$ cat src/rtl/shift_seq_counter_if.sv
// Control/load inputs and counter outputs for shift_seq_counter.
// The master side drives the controls; the counter sits on the slave side.
interface shift_seq_counter_if #(
    parameter int unsigned N = 4
);
    localparam int unsigned IW = $clog2(2 * N);

    logic          clr;
    logic          mode;
    logic          en;
    logic          dir;
    logic          load;
    logic [N-1:0]  ld_val;
    logic [N-1:0]  q;
    logic [IW-1:0] idx;
    logic          tc;
    logic          err;

    modport master (
        output clr, mode, en, dir, load, ld_val,
        input  q, idx, tc, err
    );

    modport slave (
        input  clr, mode, en, dir, load, ld_val,
        output q, idx, tc, err
    );
endinterface

$ cat src/rtl/shift_seq_counter.sv
// Johnson / ring shift counter with phase index, wrap pulse and load checking.
// Mode is latched only on reset or clear; out-of-sequence states fall back to the seed.
module shift_seq_counter #(
    parameter int unsigned N = 4
) (
    input  logic               clk,
    input  logic               rst,
    shift_seq_counter_if.slave bus
);
    localparam int unsigned IW = $clog2(2 * N);

    logic          m_q,   m_d;
    logic [N-1:0]  q_q,   q_d;
    logic [IW-1:0] idx_q, idx_d;
    logic          tc_q,  tc_d;
    logic          err_q, err_d;

    logic          ld_legal;
    logic [IW-1:0] ld_idx;
    logic          q_legal;
    logic [IW-1:0] idx_last;

    function automatic logic [N-1:0] seed_of(input logic m);
        return m ? {1'b1, {(N-1){1'b0}}} : '0;
    endfunction

    // Mask with the top c bits set.
    function automatic logic [N-1:0] hi_mask(input int unsigned c);
        logic [N-1:0] r;
        for (int unsigned i = 0; i < N; i++) r[i] = (i + c >= N);
        return r;
    endfunction

    // Mask with the bottom c bits set.
    function automatic logic [N-1:0] lo_mask(input int unsigned c);
        logic [N-1:0] r;
        for (int unsigned i = 0; i < N; i++) r[i] = (i < c);
        return r;
    endfunction

    function automatic int unsigned ones_of(input logic [N-1:0] v);
        int unsigned c;
        c = 0;
        for (int unsigned i = 0; i < N; i++) c += 32'(v[i]);
        return c;
    endfunction

    // Johnson states are a contiguous run of ones anchored at either end.
    function automatic logic is_legal(input logic [N-1:0] v, input logic m);
        int unsigned c;
        c = ones_of(v);
        if (m) return (c == 1);
        return (v == hi_mask(c)) || (v == lo_mask(c));
    endfunction

    function automatic logic [IW-1:0] map_idx(input logic [N-1:0] v, input logic m);
        int unsigned   c;
        logic [IW-1:0] r;
        c = ones_of(v);
        r = '0;
        if (m) begin
            for (int unsigned i = 0; i < N; i++)
                if (v[i]) r = IW'(N - 1 - i);
        end else begin
            r = (v == hi_mask(c)) ? IW'(c) : IW'(2 * N - c);
        end
        return r;
    endfunction

    assign ld_legal = is_legal(bus.ld_val, m_q);
    assign ld_idx   = map_idx(bus.ld_val, m_q);
    assign q_legal  = is_legal(q_q, m_q);
    assign idx_last = m_q ? IW'(N - 1) : IW'(2 * N - 1);

    // Next state: clr > load > step > hold.
    always_comb begin
        m_d   = m_q;
        q_d   = q_q;
        idx_d = idx_q;
        tc_d  = 1'b0;
        err_d = 1'b0;
        if (bus.clr) begin
            m_d   = bus.mode;
            q_d   = seed_of(bus.mode);
            idx_d = '0;
        end else if (bus.load) begin
            if (ld_legal) begin
                q_d   = bus.ld_val;
                idx_d = ld_idx;
            end else begin
                q_d   = seed_of(m_q);
                idx_d = '0;
                err_d = 1'b1;
            end
        end else if (bus.en) begin
            if (!q_legal) begin
                q_d   = seed_of(m_q);
                idx_d = '0;
                err_d = 1'b1;
            end else if (!bus.dir) begin
                q_d   = m_q ? {q_q[0], q_q[N-1:1]} : {~q_q[0], q_q[N-1:1]};
                idx_d = (idx_q == idx_last) ? '0 : idx_q + IW'(1);
                tc_d  = (idx_q == idx_last);
            end else begin
                q_d   = m_q ? {q_q[N-2:0], q_q[N-1]} : {q_q[N-2:0], ~q_q[N-1]};
                idx_d = (idx_q == '0) ? idx_last : idx_q - IW'(1);
                tc_d  = (idx_q == '0);
            end
        end
    end

    always_ff @(posedge clk) begin
        if (rst) begin
            m_q   <= bus.mode;
            q_q   <= seed_of(bus.mode);
            idx_q <= '0;
            tc_q  <= 1'b0;
            err_q <= 1'b0;
        end else begin
            m_q   <= m_d;
            q_q   <= q_d;
            idx_q <= idx_d;
            tc_q  <= tc_d;
            err_q <= err_d;
        end
    end

    assign bus.q   = q_q;
    assign bus.idx = idx_q;
    assign bus.tc  = tc_q;
    assign bus.err = err_q;
endmodule

$ cat src/flat_wrapper.sv
// flat-port wrapper written by rule: the top's interface ports become plain ports
module shift_seq_counter_flat 
#(
    parameter int unsigned N = 4
)
  (clk, rst, bus_clr, bus_mode, bus_en, bus_dir, bus_load, bus_ld_val, bus_q, bus_idx, bus_tc, bus_err);
  shift_seq_counter_if #(.N(N)) bus_i ();
  input  logic clk;
  input  logic rst;
  input wire logic [$bits(bus_i.clr)-1:0] bus_clr;
  input wire logic [$bits(bus_i.mode)-1:0] bus_mode;
  input wire logic [$bits(bus_i.en)-1:0] bus_en;
  input wire logic [$bits(bus_i.dir)-1:0] bus_dir;
  input wire logic [$bits(bus_i.load)-1:0] bus_load;
  input wire logic [$bits(bus_i.ld_val)-1:0] bus_ld_val;
  output wire logic [$bits(bus_i.q)-1:0] bus_q;
  output wire logic [$bits(bus_i.idx)-1:0] bus_idx;
  output wire logic [$bits(bus_i.tc)-1:0] bus_tc;
  output wire logic [$bits(bus_i.err)-1:0] bus_err;
  assign bus_i.clr = bus_clr;
  assign bus_i.mode = bus_mode;
  assign bus_i.en = bus_en;
  assign bus_i.dir = bus_dir;
  assign bus_i.load = bus_load;
  assign bus_i.ld_val = bus_ld_val;
  assign bus_q = bus_i.q;
  assign bus_idx = bus_i.idx;
  assign bus_tc = bus_i.tc;
  assign bus_err = bus_i.err;
  shift_seq_counter #(.N(N)) u_core (.clk(clk), .rst(rst), .bus(bus_i));
endmodule
$ cat config.mk
export PLATFORM = sky130hd
export DESIGN_NAME = shift_seq_counter_flat
export DESIGN_NICKNAME = d
export VERILOG_FILES = /design/src/rtl/shift_seq_counter_if.sv /design/src/rtl/shift_seq_counter.sv /design/src/flat_wrapper.sv
export SDC_FILE = /design/constraint.sdc
export NUM_CORES = 1
export LEC_CHECK = 0
export CAP_MARGIN = 20
export CELL_PAD_IN_SITES_DETAIL_PLACEMENT = 0
export CELL_PAD_IN_SITES_GLOBAL_PLACEMENT = 1
export CORE_AREA = 2 2 71 66
export DETAILED_ROUTE_END_ITERATION = 8
export DIE_AREA = 0 0 73 68
export PLACE_DENSITY = 0.61
export SLEW_MARGIN = 10
export SYNTH_ARGS = -nofsm -noshare
export SYNTH_HDL_FRONTEND = slang
export SYNTH_SLANG_ARGS = --single-unit
$ cat constraint.sdc
create_clock -name clk -period 6.11 [get_ports clk]
set_input_delay 0.611 -clock clk [delete_from_list [all_inputs] [get_ports clk]]
set_output_delay 0.611 -clock clk [all_outputs]
set_load 0.005 [all_outputs]
==> key figures <==
Status
  • Status: completed

Floorplan
  • FP Rows: 23
  • Die width: 73 um
  • Total I/O pin count: 20
  • Core area: 0.00429 sq mm
  • Die area: 0.00496 sq mm
  • Starting Density: 28.8%
  • Die height: 68 um

Placed design
  • Post-DP HPWL: 2250 um
  • Port Buf Inserts: 19
  • GPL Wtd Cong: 0.725

Final layout
  • Most common cell after layout, fill and taps aside: clkdlybuf4s50_1
  • Layout cell share with drive strength beyond 1: 7.50%
  • Number of diodes: 0
  • Area added between synthesis and finish: 21.7%
  • Final nets: 192
  • Commonest cells after routing, fill and taps aside: 19 x clkdlybuf4s50_1, 17 x inv_1, 17 x ha_1, 9 x nand2_1, 9 x o21ai_0

Yosys
  • Yosys warns: 0
  • Synth cell types: 43
  • Synth top area share: 17.2%
  • Synth area leaders: ha_1 17%, edfxtp_1 12%, dfxtp_1 8.1%, xnor2_1 5.7%, inv_1 5.2%
  • Post-Synthesis Cell Area: 0.00123 sq mm
  • EDFF count, synth: 5
  • Mapped Nets: 173
  • Synthesized instance count: 142
  • Synth Flop Type: edfxtp_1
  • Mapped Avg Cell Area: 8.70 sq um
  • Leading area contributor after synthesis: ha_1
  • Sequential area share after synthesis: 20.3%
  • FFs w/ async S/R, synth: 0%
  • Synth Register Bits: 10

GRT
  • Initial antenna violation count: 0
  • First-pass GRT wire length: 4420 um
  • Vias in the first global route: 943
  • Total GRT Usage: 11.4%
  • Largest net degree at the start of global routing: 17
  • Remaining global-route overflow: 0

Clock network
  • Number of hold buffers added after CTS: 0
  • TritonCTS clock tree: yes
  • CTS root buf: clkbuf_8
  • Clk sinks: 10
  • Clock-pin slew of the registers on the worst-case setup and hold paths: 50 ps
  • Clock latency on the worst-skew pair: 240 ps
  • H-tree levels: 1
  • Post-CTS Setup Bufs: 0
  • Maximum root-to-sink buffer count: 2
  • Post-cts repair resize count: 0
  • Number of CTS-inserted buffers: 3

Power
  • Worst vdd ir: 63.9 uV
  • Tot Pwr: 276 uW
  • Leakage power figure: 0.607 nW
  • Pwr dens: 183 mW/mm^2

Critical path
  • Critical path startpoint category: input pin
  • Max FO, Critical Path: 6
  • Critical-path top delay cell: clkdlybuf4s50_1
  • Critical Path RT: 6280 ps
  • Crit end category: flop
  • Most used cell, CP: inv_1
  • Cell chain of the critical path: clkdlybuf4s50_1 -> inv_1 -> ha_1 -> inv_1 -> fa_1 -> inv_1 -> ha_1 -> inv_1 -> ha_1 -> nand4bb_1 -> and3_1 -> nor3_1 -> o311a_1 -> o21ai_0 -> a31oi_1
  • Crit path DAT: 4130 ps
  • CP peak stage delay: 630 ps
  • CP Class: in -> reg

Timing
  • Clock skew: 2.21 ps
  • Worst-Margin Slew: 556 ps
  • Total negative setup slack: 0 ps
  • Unrepaired setup endpoints after global routing: false
  • Crit path time final: 3960 ps
  • Max_slew headroom: 62.6%
  • Setup violators final: 0
  • Final hold violations: 0
  • Period Utilization, post-route: 64.9%
  • Max-slew violations: 0
  • F_max: 252 MHz

Routing
  • Pre-antenna DRT Iters: 6
  • Final wirelength: 2820 um
  • Total number of vias: 1083
  • Antenna-violating nets left: 0
  • Vias/cell: 5.16
  • Post-route DRC: 0
  • Routed len/inst: 13.4 um
  • 1st-iter DRT viols: 57

Hold path
  • Min-Delay Path Class: reg -> reg

Flow run
  • Max-Cap Viols: 0
## where the power goes
group / internal, mW / total [mW] / switching, mW
combinational: 0.0604 / 0.122 / 0.0615
sequential: 0.0755 / 0.0841 / 0.00861
clock: 0.0440 / 0.0697 / 0.0257
total: 0.180 / 0.276 / 0.0958
## logic make-up (layout without fill, tap and decap cells)
logic type / after synthesis / in the layout / share of synthesized area [%]
compound gates: 36 / 36 / 20.4
flops: 10 / 10 / 20.3
mux: 4 / 4 / 3.55
xor+xnor: 15 / 15 / 10.6
fa+ha+maj: 20 / 20 / 22.1
simple gates: 34 / 34 / 15.2
buf+inv: 23 / 41 / 7.90
## layout make-up
cell class              instances  area (sq um)
clock buffers                   3          41.3
multi-input cells             109           887
flip-flops and latches         10           250
repair buffers                 19           190
fillers                       436          2790
well taps                      50          62.6
inverters                      18          67.6
clock inverters                 1          3.75
## per-stage QoR
stage	std cells	util [%]	instance area, sq um	setup slack (ps)	hold WS (ps)
floorplan	142	-	1230	2920	555
global placement	206	34.0	1460	2010	569
detailed placement	206	34.0	1460	1920	574
CTS	210	35.0	1500	2150	585
global route	210	35.0	1500	1920	605
finish	210	35.0	1500	2150	580
## synthesized netlist by cell type (2+ instances only)
cell type,n
o21ai_0,9
buf_2,2
dfxtp_1,5
a22oi_1,4
o211ai_1,4
xor2_1,7
a21oi_1,5
inv_1,17
edfxtp_1,5
nand2_1,9
fa_1,3
a31oi_1,3
nor2b_1,3
nor4_1,2
xnor2_1,8
ha_1,17
mux2_2,3
o31ai_1,2
nor3_1,3
nand3b_1,2
a211oi_1,2
nor2_1,6
## sequential cells by signal, indices dropped and copies added (netlist names)
| name | count |
|---|---|
| u_core.bus.q | 4 |
| u_core.m_q | 1 |
| u_core.bus.tc | 1 |
| u_core.bus.err | 1 |
| u_core.bus.idx | 3 |
## metal layers
layer  up-vias  track usage, %  share of wire [%]
met1       513            15.8                 48
met5         -               0                  0
li1        542               -                  -
met3         5           0.442                2.2
met2        23            18.8                 48
met4         0            4.17                1.5
## worst max-delay path: cells and delay by family
| family | cells | cell delay, ps |
|---|---|---|
| compound gates | 3 | 660 |
| fa+ha+maj | 4 | 1100 |
| buf+inv | 5 | 940 |
| simple gates | 3 | 790 |
## worst paths after layout
check             cells past startpoint              start  slack (ps)           endpoint
setup / recovery                     15      bus_ld_val[0]        2150  u_core.bus.idx[1]
hold / removal                        2  u_core.bus.idx[1]         580  u_core.bus.idx[1]
setup reg to reg                     11    u_core.bus.q[0]        2800  u_core.bus.idx[0]
hold reg to reg                       2  u_core.bus.idx[1]         580  u_core.bus.idx[1]
Power figures use the tool's default switching activity.
